File: src/rtl/uart_pkg.sv
// Shared UART definitions: frame geometry, transmit FSM states and parity helper.
// Used by both the transmitter and the receiver.
package uart_pkg;

  localparam int UART_FRAME_W = 11;
  localparam int UART_DATA_W  = 8;

  typedef enum logic [2:0] {
    IDLE   = 3'd0,
    START  = 3'd1,
    DATA   = 3'd2,
    PARITY = 3'd3,
    STOP   = 3'd4
  } tx_state_t;

  // Even parity when odd=0, odd parity when odd=1.
  function automatic logic parity_bit(input logic [UART_DATA_W-1:0] data_b, input logic odd);
    return (^data_b) ^ odd;
  endfunction

endpackage

File: src/rtl/uart_tx_fifo.sv
// Synchronous FIFO with combinational head read and registered full/empty/overflow flags.
// Pushes while full are dropped and flagged even if a pop happens in the same cycle.
module uart_tx_fifo #(
  parameter int DEPTH = 16,
  parameter int WIDTH = 8
) (
  input  logic             clk,
  input  logic             rst,
  input  logic             push_i,
  input  logic [WIDTH-1:0] wdata_i,
  input  logic             pop_i,
  output logic [WIDTH-1:0] rdata_o,
  output logic             full_o,
  output logic             empty_o,
  output logic             overflow_o
);

  localparam int AW = $clog2(DEPTH);
  localparam int CW = AW + 1;

  logic [WIDTH-1:0] mem_q [DEPTH];
  logic [AW-1:0]    wr_ptr_q, wr_ptr_d;
  logic [AW-1:0]    rd_ptr_q, rd_ptr_d;
  logic [CW-1:0]    count_q, count_d;
  logic             full_q, empty_q, overflow_q;
  logic             push_ok_s, pop_ok_s;

  // Accepted push/pop and next pointer/count values; pointers wrap naturally at DEPTH.
  always_comb begin
    push_ok_s = push_i & ~full_q;
    pop_ok_s  = pop_i & ~empty_q;
    wr_ptr_d  = wr_ptr_q;
    rd_ptr_d  = rd_ptr_q;
    if (push_ok_s) begin
      wr_ptr_d = wr_ptr_q + AW'(1'b1);
    end else begin
      wr_ptr_d = wr_ptr_q;
    end
    if (pop_ok_s) begin
      rd_ptr_d = rd_ptr_q + AW'(1'b1);
    end else begin
      rd_ptr_d = rd_ptr_q;
    end
    count_d = count_q + CW'(push_ok_s) - CW'(pop_ok_s);
  end

  // Pointer, count and flag registers; flags follow the post-edge count.
  always_ff @(posedge clk) begin
    if (rst) begin
      wr_ptr_q   <= {AW{1'b0}};
      rd_ptr_q   <= {AW{1'b0}};
      count_q    <= {CW{1'b0}};
      full_q     <= 1'b0;
      empty_q    <= 1'b1;
      overflow_q <= 1'b0;
    end else begin
      wr_ptr_q   <= wr_ptr_d;
      rd_ptr_q   <= rd_ptr_d;
      count_q    <= count_d;
      full_q     <= (count_d == CW'(DEPTH));
      empty_q    <= (count_d == {CW{1'b0}});
      overflow_q <= push_i & full_q;
    end
  end

  // Storage array; contents need no reset.
  always_ff @(posedge clk) begin
    if (push_ok_s) begin
      mem_q[wr_ptr_q] <= wdata_i;
    end
  end

  assign rdata_o    = mem_q[rd_ptr_q];
  assign full_o     = full_q;
  assign empty_o    = empty_q;
  assign overflow_o = overflow_q;

endmodule

File: src/rtl/uart_tx.sv
// UART transmitter: FIFO-buffered bytes sent as start, 8 data LSB-first, parity, stop.
// Line and busy outputs are flops driven from the current FSM state.
module uart_tx
  import uart_pkg::*;
#(
  parameter int CLKS_PER_BIT = 16,
  parameter int FIFO_DEPTH   = 16,
  parameter int PARITY_ODD   = 0
) (
  input  logic                   clk,
  input  logic                   rst,
  input  logic [UART_DATA_W-1:0] data_in,
  input  logic                   wr_en,
  output logic                   tx_full,
  output logic                   tx_empty,
  output logic                   overflow,
  output logic                   tx,
  output logic                   tx_busy
);

  localparam int             BW        = $clog2(CLKS_PER_BIT);
  localparam logic [BW-1:0]  BAUD_LAST = BW'(CLKS_PER_BIT - 1);
  localparam logic           ODD       = (PARITY_ODD != 0);

  tx_state_t              state_q, state_d;
  logic [BW-1:0]          baud_q, baud_d;
  logic [2:0]             bit_idx_q, bit_idx_d;
  logic [UART_DATA_W-1:0] shift_q, shift_d;
  logic                   parity_q, parity_d;
  logic                   tx_q, tx_d;
  logic                   busy_q, busy_d;
  logic                   pop_s;
  logic                   baud_last_s;
  logic [UART_DATA_W-1:0] fifo_rdata_s;
  logic                   fifo_empty_s;

  uart_tx_fifo #(
    .DEPTH (FIFO_DEPTH),
    .WIDTH (UART_DATA_W)
  ) u_fifo (
    .clk        (clk),
    .rst        (rst),
    .push_i     (wr_en),
    .wdata_i    (data_in),
    .pop_i      (pop_s),
    .rdata_o    (fifo_rdata_s),
    .full_o     (tx_full),
    .empty_o    (fifo_empty_s),
    .overflow_o (overflow)
  );

  assign baud_last_s = (baud_q == BAUD_LAST);

  // Next-state logic; the shift register is only loaded on a pop, so later pushes never touch it.
  always_comb begin
    state_d   = state_q;
    baud_d    = baud_q + BW'(1'b1);
    bit_idx_d = bit_idx_q;
    shift_d   = shift_q;
    parity_d  = parity_q;
    pop_s     = 1'b0;
    case (state_q)
      IDLE: begin
        baud_d = {BW{1'b0}};
        if (!fifo_empty_s) begin
          pop_s    = 1'b1;
          shift_d  = fifo_rdata_s;
          parity_d = parity_bit(fifo_rdata_s, ODD);
          state_d  = START;
        end else begin
          state_d = IDLE;
        end
      end
      START: begin
        if (baud_last_s) begin
          baud_d    = {BW{1'b0}};
          bit_idx_d = 3'd0;
          state_d   = DATA;
        end else begin
          state_d = START;
        end
      end
      DATA: begin
        if (baud_last_s) begin
          baud_d  = {BW{1'b0}};
          shift_d = {1'b0, shift_q[UART_DATA_W-1:1]};
          if (bit_idx_q == 3'd7) begin
            state_d = PARITY;
          end else begin
            bit_idx_d = bit_idx_q + 3'd1;
          end
        end else begin
          state_d = DATA;
        end
      end
      PARITY: begin
        if (baud_last_s) begin
          baud_d  = {BW{1'b0}};
          state_d = STOP;
        end else begin
          state_d = PARITY;
        end
      end
      STOP: begin
        if (baud_last_s) begin
          baud_d = {BW{1'b0}};
          // Chain straight into the next frame so there is no idle gap.
          if (!fifo_empty_s) begin
            pop_s    = 1'b1;
            shift_d  = fifo_rdata_s;
            parity_d = parity_bit(fifo_rdata_s, ODD);
            state_d  = START;
          end else begin
            state_d = IDLE;
          end
        end else begin
          state_d = STOP;
        end
      end
      default: begin
        baud_d  = {BW{1'b0}};
        state_d = IDLE;
      end
    endcase
  end

  // Line level and busy flag decoded from the current state, registered below.
  always_comb begin
    tx_d   = 1'b1;
    busy_d = (state_q != IDLE);
    case (state_q)
      IDLE:    tx_d = 1'b1;
      START:   tx_d = 1'b0;
      DATA:    tx_d = shift_q[0];
      PARITY:  tx_d = parity_q;
      STOP:    tx_d = 1'b1;
      default: tx_d = 1'b1;
    endcase
  end

  // FSM, datapath and output registers.
  always_ff @(posedge clk) begin
    if (rst) begin
      state_q   <= IDLE;
      baud_q    <= {BW{1'b0}};
      bit_idx_q <= 3'd0;
      shift_q   <= {UART_DATA_W{1'b0}};
      parity_q  <= 1'b0;
      tx_q      <= 1'b1;
      busy_q    <= 1'b0;
    end else begin
      state_q   <= state_d;
      baud_q    <= baud_d;
      bit_idx_q <= bit_idx_d;
      shift_q   <= shift_d;
      parity_q  <= parity_d;
      tx_q      <= tx_d;
      busy_q    <= busy_d;
    end
  end

  assign tx       = tx_q;
  assign tx_busy  = busy_q;
  assign tx_empty = fifo_empty_s;

endmodule

File: config.mk
export PLATFORM = sky130hd
export DESIGN_NAME = uart_tx
export DESIGN_NICKNAME = d
export VERILOG_FILES = /design/src/rtl/uart_pkg.sv /design/src/rtl/uart_tx_fifo.sv /design/src/rtl/uart_tx.sv
export SDC_FILE = /design/constraint.sdc
export NUM_CORES = 1
export LEC_CHECK = 0
export CORE_MARGIN = 1.5
export CORE_UTILIZATION = 30
export CTS_CLUSTER_DIAMETER = 50
export DETAILED_ROUTE_END_ITERATION = 7
export SETUP_SLACK_MARGIN = 0.4
export SYNTH_ARGS = -nofsm -noshare
export SYNTH_HDL_FRONTEND = slang
export SYNTH_SLANG_ARGS = --single-unit
File: constraint.sdc
create_clock -name clk -period 3.41 [get_ports clk]
set_input_delay 1.023 -clock clk [delete_from_list [all_inputs] [get_ports clk]]
set_output_delay 1.023 -clock clk [all_outputs]
set_load 0.02 [all_outputs]
==> results of run 1 <==
==> worst register-to-register path, cell delays in order, from the launching register on <==
cell       delay, ps
dfxtp_2          360
ha_4             170
nand3_4          120
a2111oi_4        350
ha_1             280
inv_1             60
ha_1             150
inv_1             60
fa_1             410
xnor2_1          180
nor4b_2          360
nor2b_2          200
==> cell families (layout without fill, tap and decap cells) <==
| kind of cell | after synthesis | in the layout | share of synthesized area |
|---|---|---|---|
| mux | 34 | 34 | 0.110 |
| fa+ha+maj | 14 | 14 | 0.0268 |
| simple gates | 114 | 114 | 0.0743 |
| xor+xnor | 20 | 20 | 0.0257 |
| buf+inv | 36 | 80 | 0.0261 |
| compound gates | 50 | 50 | 0.0515 |
| flops | 169 | 169 | 0.685 |
==> path summary, 6_finish.rpt <==
path,cells past startpoint,to,slack [ps],from
worst max-delay path,11,u_fifo.full_o,650,baud_q[0]
worst min-delay path,2,u_fifo.overflow_o,450,u_fifo.full_o
worst max register to register,11,u_fifo.full_o,650,baud_q[0]
worst min register to register,2,u_fifo.overflow_o,450,u_fifo.full_o
==> state kept, by name, summed over array words and instances, names as in the netlist, named ones only <==
signal             cells
parity_q               1
u_fifo.empty_o         1
state_q                3
shift_q                8
u_fifo.overflow_o      1
tx                     1
tx_busy                1
u_fifo.count_q         5
u_fifo.full_o          1
bit_idx_q              3
u_fifo.rd_ptr_q        4
u_fifo.mem_q         128
baud_q                 4
u_fifo.wr_ptr_q        4
==> what timing repair did <==
item,in CTS,in global routing
pin swaps,0,2
setup endpoints to repair,2,3
gates resized for setup,2,6
gates cloned,0,0
endpoints found under the hold margin,0,0
==> report_power, final <==
| part | total, mW | leakage, nW | internal [mW] | switching [mW] |
|---|---|---|---|---|
| Sequential | 2.47 | 1.49 | 2.37 | 0.0964 |
| Combinational | 1.48 | 0.835 | 0.718 | 0.759 |
| Clock | 1.85 | 0.280 | 1.08 | 0.776 |
| Total | 5.80 | 2.61 | 4.17 | 1.63 |
==> per-stage QoR <==
stage	power (mW)	worst slack (ps)	cells	util
2_1_floorplan	3.64	493	437	-
3_3_place_gp	3.92	438	730	0.334
3_5_place_dp	3.99	228	730	0.334
4_1_cts	5.86	451	761	0.360
5_1_grt	6.12	412	761	0.361
6_report	5.80	645	761	0.361
==> layout by cell type (no fill, tap or decap), types with 12 or more instances in the layout <==
master,instances
inv_1,13
dfxtp_1,38
a22oi_1,16
nor2_1,53
xnor2_1,15
edfxtp_1,128
a21oi_1,12
mux4_2,29
clkdlybuf4s50_1,15
buf_4,20
clkbuf_16,17
ha_1,12
nand2_1,25
==> layout make-up <==
cell class                 count  share of cell area
clock buffer                  17              0.0534
clock inverter                14              0.0187
timing repair buffer          36              0.0402
sequential                   169               0.586
tap                          280              0.0440
inverter                      13             0.00613
multi-input combinational    232               0.251
==> layer usage <==
metal,global-route usage,part of all wire
met1,0.150,0.43
met2,0.199,0.51
met3,0.0296,0.044
met4,0.0444,0.013
met5,0,0
==> results.json, run 1 <==
{
  "post_dp_cell_area_mm2": 0.00735,
  "ios": 16,
  "finClkSkew_ps": 9.63,
  "crit_path_start_kind": "flop",
  "num-fill-cells": 2094,
  "wl_mm": 12.9,
  "fin_nets": 494,
  "cts_buffer_depth": 2,
  "path_buf_inv": 2,
  "cp-end-kind": "flop",
  "rows": 54,
  "cts_inserted_buffers": 17,
  "setup_violations": 0,
  "syn_nets": 462,
  "synthToLayoutAreaGrowth_pct": 16.9,
  "period_needed_ps": 2760,
  "cts_root_buffer": "clkbuf_16",
  "die-width_um": 154,
  "synth_warnings": 0,
  "rsz0062_at_grt": "false",
  "status": "completed",
  "setup_tns_ps": 0,
  "die_area_mm2": 0.0236,
  "crit_fanout": 6,
  "arrival_ps": 3120,
  "stdcell_area_mm2": 0.00796,
  "grt_pass1_wl_mm": 21.0,
  "cpMaxStageDelayCell": "fa_1",
  "clock.fmax_mhz": 362,
  "synth_top_area_share": 0.565,
  "hold_buffers": 0,
  "numClockSinks": 169,
  "coreArea_mm2": 0.0220,
  "vias": 3607,
  "relSlewSlack": 0.470,
  "via_per_inst": 4.74,
  "drive_gt1_frac": 0.181,
  "ys_types": 35,
  "required_ps": 3770,
  "antenna_left": 0,
  "synthArstFlopShare": 0,
  "dr.pass1.iters": 4,
  "wl_per_cell_um": 16.9,
  "critPathTopFamily": "adder cells",
  "grt_max_degree": 37,
  "maxCapViolCount": 0,
  "hpwl_mm": 8.20,
  "multi_input_area_mm2": 0.00200,
  "synth_edf_count": 128,
  "max_stage_delay_ps": 410,
  "clk_latency_ps": 420,
  "gp_congestion": 0.756,
  "cts_setup_buffers": 0,
  "clk_pin_slew_ps": 70,
  "vdd_ir_drop_max_v": 0.000407,
  "syn_area_per_cell_um2": 15.6,
  "synth_most_common_cell": "edfxtp_1",
  "antenna_found_initial": 0,
  "drt_iter0_markers": 357,
  "drc": 0,
  "final-hold-violation-count": 0,
  "area.sequential_mm2": 0.00467,
  "tritoncts": "yes",
  "grt_usage": 0.119,
  "syn_inst": 437,
  "synth_largest_area_cell": "edfxtp_1",
  "grt_pass1_vias": 3734,
  "final-max-slew-violation-count": 0,
  "holdWs_ps": 452,
  "min-delay-path-class": "flop to flop",
  "diodes": 0,
  "worstMarginPinSlew_ps": 793,
  "synth_flop_cell": "edfxtp_1",
  "power_density_mw_per_mm2": 729,
  "grt_remaining_overflow": 0,
  "synthTopCellsByArea": "edfxtp_1, dfxtp_1, mux4_2",
  "die_y_um": 154,
  "path_cells": "ha_4 > nand3_4 > a2111oi_4 > ha_1 > inv_1 > ha_1 > inv_1 > fa_1 > xnor2_1 > nor4b_2 > nor2b_2",
  "critPathKind": "flop to flop",
  "htreeDepth": 4,
  "portBuffers": 15,
  "initial_core_util": 0.309,
  "synthesis.area_mm2": 0.00681,
  "ys_seq_area_frac": 0.685,
  "fin_crit_sh": 0.811,
  "ys_seq_elements": 169,
  "p_leak_nw": 2.61,
  "synthTopCellsByCount": "edfxtp_1, nor2_1, dfxtp_1"
}
Note: power is estimated with default switching activity, not from simulation.
==> inputs of run 2 (changes only) <==
==> constraint.sdc (replaced) <==
create_clock -name clk -period 2.8 [get_ports clk]
set_input_delay 0.84 -clock clk [delete_from_list [all_inputs] [get_ports clk]]
set_output_delay 0.84 -clock clk [all_outputs]
set_load 0.02 [all_outputs]
==> results.json, run 2 (synthesized netlist as in run 1, its figures left out) <==
{
  "status": "completed",
  "die_y_um": 154,
  "drive_gt1_frac": 0.264,
  "dr.pass1.iters": 4,
  "grt_max_degree": 37,
  "cpMaxStageDelayCell": "dfxtp_2",
  "die-width_um": 154,
  "clock.fmax_mhz": 394,
  "path_common_cell": "inv_2",
  "clk_latency_ps": 440,
  "wl_per_cell_um": 17.1,
  "min-delay-path-class": "flop to flop",
  "via_per_inst": 4.74,
  "ios": 16,
  "cp-end-kind": "flop",
  "cts_inserted_buffers": 17,
  "holdWs_ps": 445,
  "path_cells": "ha_4 > nand3_4 > a2111oi_4 > ha_1 > inv_1 > ha_2 > inv_2 > fa_2 > inv_2 > a21o_1 > a21oi_2 > xnor2_1 > nand2b_1 > inv_2 > nor2_1",
  "num-fill-cells": 2049,
  "critPathTopFamily": "adder cells",
  "drt_iter0_markers": 201,
  "maxCapViolCount": 0,
  "synthToLayoutAreaGrowth_pct": 21.1,
  "antenna_left": 0,
  "required_ps": 3120,
  "fin_crit_sh": 0.907,
  "finClkSkew_ps": 17.3,
  "setup_violations": 0,
  "vdd_ir_drop_max_v": 0.000420,
  "wl_mm": 13.3,
  "final-max-slew-violation-count": 0,
  "drc": 0,
  "fin_nets": 513,
  "critPathKind": "flop to flop",
  "grt_pass1_wl_mm": 20.8,
  "crit_fanout": 2,
  "setup_tns_ps": 0,
  "final_common_cell": "edfxtp_1",
  "rows": 54,
  "largest_reg_flops": 128,
  "gp_congestion": 0.735,
  "hold_buffers": 0,
  "tritoncts": "yes",
  "cts_buffer_depth": 2,
  "die_area_mm2": 0.0236,
  "hpwl_mm": 8.26,
  "grt_usage": 0.117,
  "arrival_ps": 2860,
  "cts_root_buffer": "clkbuf_16",
  "period_needed_ps": 2540,
  "rsz0062_at_grt": "true",
  "grt_pass1_vias": 3777,
  "clk_pin_slew_ps": 60,
  "htreeDepth": 4,
  "fin_ws_ps": 259,
  "grt_remaining_overflow": 0,
  "relSlewSlack": 0.277,
  "p_leak_nw": 2.71,
  "max_stage_delay_ps": 360,
  "reg_top3": "u_fifo.mem_q (128), shift_q (8), u_fifo.count_q (5)",
  "post_dp_cell_area_mm2": 0.00742,
  "path_buf_inv": 4,
  "final-hold-violation-count": 0,
  "dp_slack_ps": -35.3,
  "diodes": 0,
  "final_cell_mix": "edfxtp_1, nor2_1, dfxtp_1",
  "initial_core_util": 0.309,
  "numClockSinks": 169,
  "stdcell_area_mm2": 0.00824,
  "vias": 3697,
  "portBuffers": 15,
  "coreArea_mm2": 0.0220,
  "crit_path_start_kind": "flop",
  "regMostFlops": "u_fifo.mem_q",
  "power_density_mw_per_mm2": 903,
  "antenna_found_initial": 0,
  "worstMarginPinSlew_ps": 1080
}
==> run 2: cell types whose count changed in the layout (fill, tap and decap cells not counted), sizes merged <==
cell | before | now
clkinvlp | 1 | 5
bufinv | 2 | 1
dlygate4sd2 | 0 | 1
buf | 21 | 38
clkbuf | 17 | 20
clkinv | 8 | 4
clkdlybuf4s50 | 15 | 14
==> run 2: cell type report <==
type | count | area [um2] | share of cell area
clock buffer | 18 | 429 | 0.0521
clock inverter | 13 | 144 | 0.0175
inverter | 13 | 48.8 | 0.00592
multi-input combinational | 232 | 2070 | 0.251
sequential | 169 | 4670 | 0.567
tap | 280 | 350 | 0.0425
timing repair buffer | 55 | 529 | 0.0642
==> run 2: repair_timing <==
action / 4_1_cts / 5_1_grt
buffers inserted: 3 / 10
cloned: 1 / 2
pin swaps: 2 / 10
resized for setup: 6 / 23
setup endpoints to repair: 6 / 12
==> run 2: stage by stage <==
stage	power (mW)	std cells	util
2_1_floorplan	4.46	437	-
3_3_place_gp	4.81	733	0.337
3_5_place_dp	4.88	733	0.337
4_1_cts	7.22	768	0.366
5_1_grt	7.82	780	0.374
6_report	7.44	780	0.374
==> run 2: worst register-to-register path: cells and delay by family, from the launching register on <==
kind | cells | cell delay, ps
fa+ha+maj | 4 | 960
compound gates | 3 | 520
flops | 1 | 360
simple gates | 3 | 230
buf+inv | 4 | 220
xor+xnor | 1 | 160
==> run 2: worst paths after layout <==
path | start | endpoint | slack [ps] | cells after the start
max | baud_q[1] | u_fifo.empty_o | 260 | 15
min | baud_q[0] | baud_q[0] | 450 | 1
max reg2reg | baud_q[1] | u_fifo.empty_o | 260 | 15
min reg2reg | baud_q[0] | baud_q[0] | 450 | 1
==> run 2: metal layers <==
layer / up-vias / share of wire / global-route usage / wire length [um]
met1: 1882 / 0.45 / 0.146 / 6040
met2: 51 / 0.50 / 0.195 / 6690
met5: - / 0 / 0 / 0
met4: 0 / 0.014 / 0.0374 / 181
met3: 14 / 0.032 / 0.0330 / 433
li1: 1750 / - / - / -
==> run 2: power by group <==
group | total, mW | leakage, nW | internal, mW | switching [mW]
Sequential | 3.03 | 1.49 | 2.89 | 0.134
Combinational | 2.17 | 0.955 | 1.15 | 1.02
Clock | 2.25 | 0.261 | 1.24 | 1.01
==> inputs of run 3 (changes only) <==
--- a/config.mk
+++ b/config.mk
@@ -6,10 +6,12 @@
 export NUM_CORES = 1
 export LEC_CHECK = 0
 export CORE_MARGIN = 1.5
-export CORE_UTILIZATION = 30
+export CORE_UTILIZATION = 40
 export CTS_CLUSTER_DIAMETER = 50
 export DETAILED_ROUTE_END_ITERATION = 7
+export MAX_ROUTING_LAYER = met4
 export SETUP_SLACK_MARGIN = 0.4
+export SLEW_MARGIN = 20
 export SYNTH_ARGS = -nofsm -noshare
 export SYNTH_HDL_FRONTEND = slang
 export SYNTH_SLANG_ARGS = --single-unit
==> results.json, run 3 (synthesized netlist as in run 1, its figures left out) <==
{
  "status": "completed",
  "combPwrFrac": 0.271,
  "area.sequential_mm2": 0.00467,
  "clk_pin_slew_ps": 70,
  "clock.fmax_mhz": 388,
  "die_y_um": 133,
  "htreeDepth": 4,
  "power_frac_clock": 0.323,
  "num-fill-cells": 1403,
  "hpwl_mm": 8.32,
  "multi_input_area_mm2": 0.00204,
  "grt_pass1_wl_mm": 21.2,
  "cp-end-kind": "flop",
  "antenna_found_initial": 0,
  "required_ps": 3130,
  "cpMaxStageDelayCell": "a2111oi_4",
  "relSlewSlack": 0.544,
  "power_density_mw_per_mm2": 917,
  "antenna_left": 0,
  "initial_core_util": 0.411,
  "worstMarginPinSlew_ps": 683,
  "dr.pass1.iters": 4,
  "rsz0062_at_grt": "true",
  "grt_usage": 0.168,
  "post_dp_cell_area_mm2": 0.00736,
  "min-delay-path-class": "flop to flop",
  "final-max-slew-violation-count": 0,
  "internal-power_mw": 5.28,
  "tritoncts": "yes",
  "synthToLayoutAreaGrowth_pct": 19.2,
  "wl_mm": 13.7,
  "drt_iter0_markers": 267,
  "numClockSinks": 169,
  "cts_root_buffer": "clkbuf_16",
  "arrival_ps": 2910,
  "cts_buffer_depth": 2,
  "ios": 16,
  "regMostFlops": "u_fifo.mem_q",
  "die-width_um": 133,
  "drc": 0,
  "fin_crit_sh": 0.921,
  "final_common_cell": "edfxtp_1",
  "via_per_inst": 5.21,
  "grt_pass1_vias": 3853,
  "p_sw_frac": 0.291,
  "crit_fanout": 2,
  "clk_latency_ps": 430,
  "power_mw": 7.44,
  "portBuffers": 15,
  "critPathTopFamily": "adder cells",
  "drive_gt1_frac": 0.228,
  "path_cells": "ha_4 > nand3_4 > a2111oi_4 > ha_2 > inv_2 > ha_4 > inv_2 > fa_2 > inv_2 > a21o_1 > a21oi_2 > xnor2_1 > nand2b_1 > inv_1 > nor2_1",
  "diodes": 0,
  "reg_top3": "u_fifo.mem_q (128), shift_q (8), u_fifo.count_q (5)",
  "cts_inserted_buffers": 17,
  "finClkSkew_ps": 6.89,
  "coreArea_mm2": 0.0166,
  "largest_reg_flops": 128,
  "path_buf_inv": 4,
  "grt_max_degree": 37,
  "maxCapViolCount": 0,
  "stdcell_area_mm2": 0.00811,
  "crit_path_start_kind": "flop",
  "setup_violations": 0,
  "fin_nets": 507,
  "grt_remaining_overflow": 0,
  "max_stage_delay_ps": 370,
  "final_cell_mix": "edfxtp_1, nor2_1, dfxtp_1",
  "vdd_ir_drop_max_v": 0.000584,
  "critPathKind": "flop to flop",
  "p_leak_nw": 2.71,
  "gp_congestion": 0.781,
  "die_area_mm2": 0.0178,
  "path_common_cell": "inv_2",
  "p_switching_mw": 2.16,
  "period_needed_ps": 2580,
  "seqPwrFrac": 0.406,
  "final-hold-violation-count": 0,
  "rows": 47,
  "vias": 3728,
  "wl_per_cell_um": 19.2
}
-- run 3: stage by stage --
| stage | TNS (ps) | util | instances | setup slack (ps) | hold slack (ps) |
|---|---|---|---|---|---|
| 2_1_floorplan | 0 | - | 437 | 171 | 420 |
| 3_3_place_gp | 0 | 0.444 | 675 | 44.7 | 426 |
| 3_5_place_dp | -0.439 | 0.444 | 675 | -0.439 | 438 |
| 4_1_cts | 0 | 0.484 | 711 | 224 | 478 |
| 5_1_grt | 0 | 0.489 | 715 | 67.8 | 489 |
| 6_report | 0 | 0.489 | 715 | 222 | 479 |
-- run 3: path summary, 6_finish.rpt --
path | depth (start not counted) | from | to | slack, ps
hold / removal | 2 | u_fifo.full_o | u_fifo.overflow_o | 480
hold reg to reg | 2 | u_fifo.full_o | u_fifo.overflow_o | 480
setup reg to reg | 15 | baud_q[1] | u_fifo.empty_o | 220
setup / recovery | 15 | baud_q[1] | u_fifo.empty_o | 220
-- run 3: final cells by class --
type                       count  share of cell area
sequential                   169               0.576
multi-input combinational    232               0.252
timing repair buffer          49              0.0574
clock buffer                  18              0.0529
tap                          220              0.0339
clock inverter                14              0.0222
inverter                      13             0.00602
-- run 3: per-layer routing --
metal / share of wire / up-vias / wire [um] / track usage
met3: 0.040 / 13 / 549 / 0.0384
met5: 0 / - / 0 / -
met1: 0.45 / 1890 / 6120 / 0.212
met2: 0.50 / 89 / 6890 / 0.268
li1: - / 1736 / - / -
met4: 0.011 / 0 / 155 / 0.0580
-- run 3: power groups by stage --
| stage | combinational [mW] | sequential, mW | clock, mW |
|---|---|---|---|
| after global placement | 1.78 | 3.05 | 0 |
| after floorplan | 1.42 | 3.04 | 0 |
| after global routing | 2.22 | 3.04 | 2.54 |
| final | 2.02 | 3.02 | 2.40 |
| after detailed placement | 1.82 | 3.06 | 0 |
| after CTS | 1.88 | 3.00 | 2.43 |
-- run 3: what timing repair did --
item | in CTS | in global routing
cloned | 0 | 2
hold endpoints to repair | 0 | 0
setup endpoints to repair | 6 | 15
gates resized for setup | 6 | 6
pin swaps | 0 | 1
setup buffers | 4 | 2
hold buffers | 0 | 0
-- run 3: tightest hold or removal path, delay by kind of cell (launching register included) --
family	cells	cell delay [ps]
flops	1	340
simple gates	2	100
==> RTL edit (settings of run 3) <==
Set the parameter `PARITY_ODD` to 1 (it was 0).
--- a/src/rtl/uart_tx.sv
+++ b/src/rtl/uart_tx.sv
@@ -7,3 +7,3 @@
   parameter int FIFO_DEPTH   = 16,
-  parameter int PARITY_ODD   = 0
+  parameter int PARITY_ODD   = 1
 ) (
Function: no difference found for any inputs over 10 cycles, from zero or initial values and one cycle with rst high; that may be too few to reach the edited logic, so the function may still have changed.
==> RTL edit against run 3 <==
Wire length down 5.3%; clock power up 3%; worst hold slack worse by 0.036 ns; synthesized area up 0.61%; final area up 4.9%; total power up 2.2%; setup slack better by 0.0075 ns; sequential cell count unchanged; count of clock-buffer cells in the layout down 1; non-clock buffer count up 10; largest cell class unchanged.
==> RTL edit: results (changes against run 3) <==
routed_via_density: 5.050  # was 5.214
grt_pass1_vias: 3771  # was 3853
fmax_mhz: 389.0  # was 387.9 MHz
reg2regPathDepth: 11  # was 15
startpoint: "baud_q[0]"  # was baud_q[1]
portBuffers: 15  # unchanged
relSlewSlack_pct: 60.53  # was 54.37%
drive_above_1_share_pct: 27.47  # was 22.83%
synth.area.top_cells: "edfxtp_1, dfxtp_1, mux4_2"  # unchanged
status: "finished clean"  # unchanged
synth_nets: 448  # was 462
insertion_delay_ns: 0.43  # about the same
drtIter0Drc: 212  # was 267
placed_area_mm2: 0.007685  # was 0.007362 mm²
grt.total_usage_pct: 16.43  # was 16.75%
swShare_pct: 26.91  # was 29.06%
synth.distinct_cells: 38  # was 35
yosys-top-cells-count: "edfxtp_1, dfxtp_1, nor2_1"  # was edfxtp_1, nor2_1, dfxtp_1
routed_wirelength_um: 12990  # was 13720 µm
grt_pass1_wl_um: 20710  # was 21160 µm
pre_cts_slack_ns: -0.003033  # was -0.0004390 ns
syn_area_per_cell_um2: 16.19  # was 15.58 µm²
hpwl_um: 8539  # was 8316 µm
critPathMaxFanout: 3  # was 2
grt_start_max_net_pins: 34  # was 37
r2r_end: "u_fifo.full_o"  # was u_fifo.empty_o
nFillCells: 1375  # was 1403
dpl.cell_count: 671  # was 675
synth-edff-count: 128  # unchanged
power_leakage_nw: 2.904  # was 2.714 nW
synth_seq_area_share_pct: 68.10  # was 68.52%
gp_congestion: 0.7655  # was 0.7807
finClkSkew_ns: 0.005605  # was 0.006885 ns
arrival_ns: 2.94  # was 2.91 ns
ir_drop_v: 0.0005370  # was 0.0005835 V
## RTL edit: cell count changes in the layout (fill, tap and decap cells not counted), sizes merged, moves of 5 or more
cell | run 3 | this run
nor2 | 53 | 37
a22oi | 16 | 9
nand2 | 25 | 11
a211oi | 2 | 7
mux2i | 2 | 8
inv | 21 | 16
buf | 32 | 43
a311oi | 7 | 0
o21ai | 9 | 2
a21oi | 12 | 21
and2 | 1 | 18
## RTL edit: critical path, cell delays in order (launching register included)
cell and delay (ns):
dfxtp_2 0.36, ha_4 0.15, nand3_4 0.09, a2111oi_4 0.35, ha_2 0.35, inv_2 0.07
ha_4 0.13, inv_2 0.03, fa_2 0.37, xnor2_2 0.16, nor4b_2 0.30, nor2b_1 0.16
## RTL edit: final cells by class
type	count	area [µm²]	share of cell area [%]
Clock buffer	17	425.4	4.999
Clock inverter	15	200.2	2.353
Inverter	14	52.55	0.6176
Multi-Input combinational cell	221	2131	25.04
Sequential cell	169	4671	54.89
Tap cell	220	275.3	3.235
Timing Repair Buffer	59	754.5	8.866
## RTL edit: cell families (layout without fill, tap and decap cells)
logic type / count (synthesis) / in the layout / synth area share (%)
flops: 169 / 169 / 68.10
fa+ha+maj: 14 / 14 / 2.667
compound gates: 43 / 43 / 4.092
mux: 43 / 43 / 12.57
xor+xnor: 19 / 19 / 2.649
simple gates: 102 / 102 / 7.435
buf+inv: 33 / 105 / 2.484
## RTL edit: worst min-delay path by stage
stage	startpoint	end	slack, ns	cells after the start
2_1_floorplan	baud_q[0]	baud_q[0]	0.42	1
3_3_place_gp	baud_q[0]	baud_q[0]	0.43	1
3_5_place_dp	baud_q[0]	baud_q[0]	0.43	1
4_1_cts	baud_q[0]	baud_q[0]	0.44	1
5_1_grt	baud_q[0]	baud_q[0]	0.46	1
6_report	baud_q[0]	baud_q[0]	0.44	1
## RTL edit: power groups by stage
stage | Clock (mW) | Sequential (mW) | Combinational, mW
2_1_floorplan | 0 | 3.05 | 1.38
3_3_place_gp | 0 | 3.09 | 1.80
3_5_place_dp | 0 | 3.09 | 1.84
4_1_cts | 2.50 | 3.05 | 1.94
6_report | 2.46 | 3.02 | 2.13
5_1_grt | 2.62 | 3.04 | 2.34
## RTL edit: repair_timing
item | 4_1_cts | 5_1_grt
pin swaps | 0 | 4
setup buffers | 3 | 8
gates resized for setup | 8 | 14
endpoints found under the setup margin | 5 | 76
cloned | 0 | 1
hold endpoints to repair | 0 | 0
## RTL edit: per-layer routing
layer	up-vias	global-route usage, %	share of wire (%)
li1	1724	-	-
met1	1804	20.39	43
met2	72	26.12	50
met3	11	4.762	5.4
met4	0	5.314	1.4
met5	-	-	0
